==> src/rtl/axis_tx_arbiter.sv <==
// axis_tx_arbiter: round-robin scheduler streaming one requester's packet at a time onto a shared AXI-Stream master port
module axis_tx_arbiter #(
  parameter int NUM_REQ = 4,
  parameter int DATA_W  = 32,
  parameter int LEN_W   = 8,
  parameter int ID_W    = 2
) (
  input  logic                      aclk,
  input  logic                      areset,
  input  logic [NUM_REQ-1:0]        req,
  input  logic [NUM_REQ*LEN_W-1:0]  req_len,
  input  logic [NUM_REQ*DATA_W-1:0] req_data,
  output logic [NUM_REQ-1:0]        req_dready,
  output logic [NUM_REQ-1:0]        req_done,
  input  logic                      tready,
  output logic                      tvalid,
  output logic [DATA_W-1:0]         tdata,
  output logic                      tlast,
  output logic [ID_W-1:0]           tdest,
  output logic                      busy
);
  typedef enum logic {IDLE, SEND} state_t;
  state_t state, state_nxt;
  logic [ID_W-1:0] last_grant, grant;
  logic [LEN_W-1:0] len_q, beat_cnt;
  logic hs, last_beat;
  assign hs = tvalid & tready;
  assign last_beat = beat_cnt == len_q;
  assign tlast = tvalid & last_beat;
  assign busy = state == SEND;
  assign tdata = req_data[tdest*DATA_W +: DATA_W];
  assign req_dready = hs ? NUM_REQ'(1) << tdest : '0;
  // Scan downward so the closest requester after last_grant is assigned last and wins
  always_comb begin
    grant = '0;
    for (int k = NUM_REQ; k >= 1; k--)
      if (req[(int'(last_grant) + k) % NUM_REQ]) grant = ID_W'((int'(last_grant) + k) % NUM_REQ);
  end
  always_comb begin
    state_nxt = state;
    state_nxt = (state == IDLE) ? (|req ? SEND : IDLE) : (hs && last_beat ? IDLE : SEND);
  end
  always_ff @(posedge aclk or posedge areset)
    if (areset) state <= IDLE;
    else state <= state_nxt;
  always_ff @(posedge aclk or posedge areset)
    if (areset) begin
      tvalid     <= 1'b0;
      tdest      <= '0;
      req_done   <= '0;
      beat_cnt   <= '0;
      len_q      <= '0;
      last_grant <= ID_W'(NUM_REQ - 1);
    end else begin
      req_done <= '0;
      if (state == IDLE && |req) begin
        tdest      <= grant;
        last_grant <= grant;
        len_q      <= req_len[grant*LEN_W +: LEN_W];
        beat_cnt   <= '0;
        tvalid     <= 1'b1;
      end else if (state == SEND && hs) begin
        if (last_beat) begin
          tvalid   <= 1'b0;
          req_done <= NUM_REQ'(1) << tdest;
        end else beat_cnt <= beat_cnt + 1'b1;
      end
    end
endmodule

==> config.mk <==
export PLATFORM = sky130hd
export DESIGN_NAME = axis_tx_arbiter
export DESIGN_NICKNAME = d
export VERILOG_FILES = /design/src/rtl/axis_tx_arbiter.sv
export SDC_FILE = /design/constraint.sdc
export NUM_CORES = 1
export LEC_CHECK = 0
export CAP_MARGIN = 20
export CORE_MARGIN = 4
export CORE_UTILIZATION = 30
export DETAILED_ROUTE_END_ITERATION = 12
export PLACE_DENSITY_LB_ADDON = 0.05
export SETUP_SLACK_MARGIN = 0.1
export SLEW_MARGIN = 20
export SYNTH_ARGS = -nofsm -noshare
export SYNTH_HDL_FRONTEND = slang
export SYNTH_SLANG_ARGS = --single-unit
export TNS_END_PERCENT = 100
==> constraint.sdc <==
create_clock -name aclk -period 1.54 [get_ports aclk]
set_input_delay 0.154 -clock aclk [delete_from_list [all_inputs] [get_ports aclk]]
set_output_delay 0.154 -clock aclk [all_outputs]
set_load 0.02 [all_outputs]
== Word level (Yosys, flattened, before mapping) ==
Cells that the tools add are included.
Operators by class
  add/sub/neg operators: 5
  order comparisons: 4
  equal/unequal tests: 2
  shifts and indexed selects: 3
  muxes and demuxes: 29
  bitwise logic cells: 7
  reductions and logical operators: 12
Operators by type and width (count)
  $shiftx A128 B8 Y32: 1
  $shiftx A32 B6 Y8: 1
  $mux W8: 3
  $lt A3 B4 Y1 const B: 4
  $mux W4: 4
  $mux W1: 14
  $add A8 B1 Y8 const B: 1
  $bmux W1 S2: 4
  $eq A8 B8 Y1: 1
  $mux W2: 4
  $reduce_or A2 Y1: 4
  $add A2 B1 Y2 const B: 2
  $add A2 B2 Y2 const B: 2
  $and A1 B1 Y1 const A: 4
  $reduce_and A2 Y1: 2
  $reduce_bool A2 Y1: 2
  $reduce_or A4 Y1: 1
  $shl A1 B2 Y4 const A: 1
  $logic_and A1 B1 Y1: 3
  $and A1 B1 Y1: 2
  $ne A2 B1 Y1 const B: 1
  $not A1 Y1: 1
Storage, ports and cells
  flip-flop bits (word level): 26
  input bits: 167

== Longest topological paths before layout ==
  depth in word-level cells: 11
  mapped depth: 7
  gate-level depth less buffers: 6

== Worst setup path before layout ==
No wires, ideal clock.
  path type: flip-flop to output port
  start point: register tdest[0]
  end point: output tdata[0]
  arrival time: 1693 ps
  slack: -307 ps
  stages on the path, launching flop included: 4
  cell sequence: dfrtp_1 > buf_2 > buf_2 > mux4_2
Between the ends
  longest elaborated chain between the ends: 1
RTL lines
  start, declared: RTL line 19  | output logic [ID_W-1:0] tdest,
  start signal, assigned: RTL line 57  | tdest <= grant;
  $shiftx A128 B8 Y32: RTL line 31  | assign tdata = req_data[tdest*DATA_W +: DATA_W];
  end, declared: RTL line 17  | output logic [DATA_W-1:0] tdata,
Every way passes these cells.

== Worst setup path after layout ==
  start point: register tdest[0]
  end point: output tdata[30]
Same word-level chain as after synthesis.

==> qor.yml <==
timing.rr.start: "len_q[6]"
clk_latency_ns: 0.27
detail-route-antenna-nets: 0
cp.required_ns: 1.39
leakagePower_nw: 2.21
dp_hpwl_um: 9810
instances_no_fill: 589
grt_pass1_vias: 3140
endpoint_kind: "primary output"
synth_nets: 398
hold_path.class: "primary input to async pin"
fp.coreArea_sq_um: 8130
arrival_ns: 1.67
slew_headroom: 0.780
cts-buffers-inserted: 3
final_max_slew_viol_count: 0
via_count: 3021
finalSetupViolCount: 54
pin_count: 212
die_area_sq_um: 9840
cts_tree: "built"
grt_max_degree: 27
max-vdd-ir-drop_mv: 0.857
fmax_mhz: 547
start_util: 0.307
synth-edff-count: 0
rows: 33
nets: 653
clock-sinks: 26
power.density_nw_per_um2: 1340
reg2regPathDepth: 8
crit_type: "register to primary output"
cap_violations: 0
viasPerCell: 5.13
worst_slew_pin_slew_ns: 0.330
gp_congestion: 0.937
yosysTopAreaCell: "mux4_2"
io_buffers: 211
yosysWarnings: 0
die_height_um: 99.2
synth_top_area_frac: 0.289
syn_area_per_cell_sq_um: 10.9
root_buffer: "clkbuf_8"
clockBufferDepth: 2
grt_pass1_wl_um: 18000
yosys_most_used_dff: "dfrtp_1"
r2r_end: "beat_cnt[4]"
ys_ff_latch: 26
hold_viol: 0
placed_cells: 571
yosysMostFrequentCell: "mux4_2"
final_util: 0.700
critPathLaunchType: "register"
drc_errors: 0
fin_area_sq_um: 5690
synthTopCellsByArea: "mux4_2 29%, dfrtp_1 24%, a311oi_2 4.8%, a31oi_1 4.5%, nor2_1 3.6%"
track_usage: 0.234
grt.overflow.total: 0
dpl-instance-area_sq_um: 5130
fin_ws_ns: -0.287
synthCells: 230
synth_top_cells_by_count: "32 x mux4_2, 24 x dfrtp_1, 24 x nor2_1"
wl_per_cell_um: 20.7
rsz0062_at_grt: "yes"
fin_crit_sh: 1.19
die_w_um: 99.2
cts_hold_buffers: 0
drt-total-wl_um: 12200
fin_skew_ns: 0.00681
r2r_setup_slack_ns: -0.20
syn_area_sq_um: 2500
drt_first_pass_iters: 4
drive_gt1_frac: 0.424
antenna_found_initial: 0
status: "complete, but fails checks"
synth-async-reset-ratio: 1.00
clk_pin_slew_ns: 0.09
htree_levels: 1
violations: "negative setup slack"
ys_seq_area_frac: 0.262
area_growth_pct: 128
ys_types: 46
drt-initial-drc-count: 48
path_max_fanout: 8
antennaDiodeCount: 0
layout_min_cycle_time_ns: 1.83
[stage by stage]
step | setup TNS (ns) | hold slack, ns | setup slack [ns] | total power, mW
2_1_floorplan | -0.709 | 0.192 | -0.0854 | 4.15
3_3_place_gp | -14.43 | 0.512 | -0.375 | 6.19
3_5_place_dp | -15.27 | 0.521 | -0.408 | 6.25
4_1_cts | -9.43 | 0.248 | -0.292 | 7.27
5_1_grt | -13.34 | 0.273 | -0.335 | 8.05
6_report | -10.29 | 0.226 | -0.287 | 7.65
[per-layer routing]
metal,vias up,share of wire,track usage
li1,1404,-,-
met1,1489,0.38,0.280
met3,12,0.065,0.0435
met4,0,0.012,0.0368
met5,-,0,0
met2,116,0.54,0.442
[worst max-delay path: stages (launching register included)]
cell and delay [ns]:
dfrtp_2 0.47, buf_6 0.14, buf_16 0.13, mux4_2 0.51, buf_6 0.15
[layout by cell type, fill, tap and decap left out, types with 3 or more instances in the layout]
cell             instances
mux4_2                  32
nor2_1                  20
dfrtp_1                 20
buf_6                   47
nand3_1                  3
o21ai_4                  3
buf_4                   30
clkdlybuf4s50_1        169
buf_2                    6
nor3_2                   9
a31oi_4                  4
inv_1                   22
nand2_1                  4
xnor2_1                  7
clkbuf_8                 4
nor3_4                   3
o21a_1                   5
buf_12                   9
dfrtp_2                  4
a311oi_2                16
a31oi_1                 14
o21ai_2                  4
[layout make-up]
type | count | area (sq um)
clock buffer | 4 | 55.1
fill | 642 | 2440
inverter | 22 | 82.6
multi-input combinational | 162 | 1960
sequential | 26 | 658
tap | 105 | 131
timing repair buffer | 270 | 2810
[where the power goes]
part	switching, mW	total [mW]	leakage (nW)	internal [mW]
combinational	2.64	5.99	1.87	3.36
sequential	0.263	1.21	0.312	0.943
clock	0.221	0.450	0.0288	0.229
[what timing repair did]
action / 4_1_cts / 5_1_grt
setup buffers: 8 / 4
endpoints found under the setup margin: 66 / 62
pin swaps: 22 / 21
cloned: 3 / 1
resized for setup: 249 / 42
[how the worst max path moves through the flow]
stage                     cells after the start   endpoint     startpoint
final                                         4  tdata[30]       tdest[0]
after global routing                          4  tdata[22]       tdest[0]
after CTS                                     4  tdata[30]       tdest[0]
after detailed placement                      6   len_q[6]         req[1]
after global placement                        6   len_q[5]         req[1]
after floorplan                               7   len_q[2]  last_grant[0]
[state kept, by name, summed over array words and instances (netlist names)]
signal and flops:
tdest 2, last_grant 2, beat_cnt 8, busy 1, req_done 4, tvalid 1, len_q 8
[cell families after synthesis]
| family | after synthesis | share of synthesized area |
|---|---|---|
| compound gates | 52 | 0.175 |
| simple gates | 65 | 0.149 |
| flops | 26 | 0.262 |
| fa+ha+maj | 1 | 0.00501 |
| buf+inv | 42 | 0.0767 |
| xor+xnor | 10 | 0.0351 |
| mux | 34 | 0.297 |
Note: power is estimated with default switching activity, not from simulation.
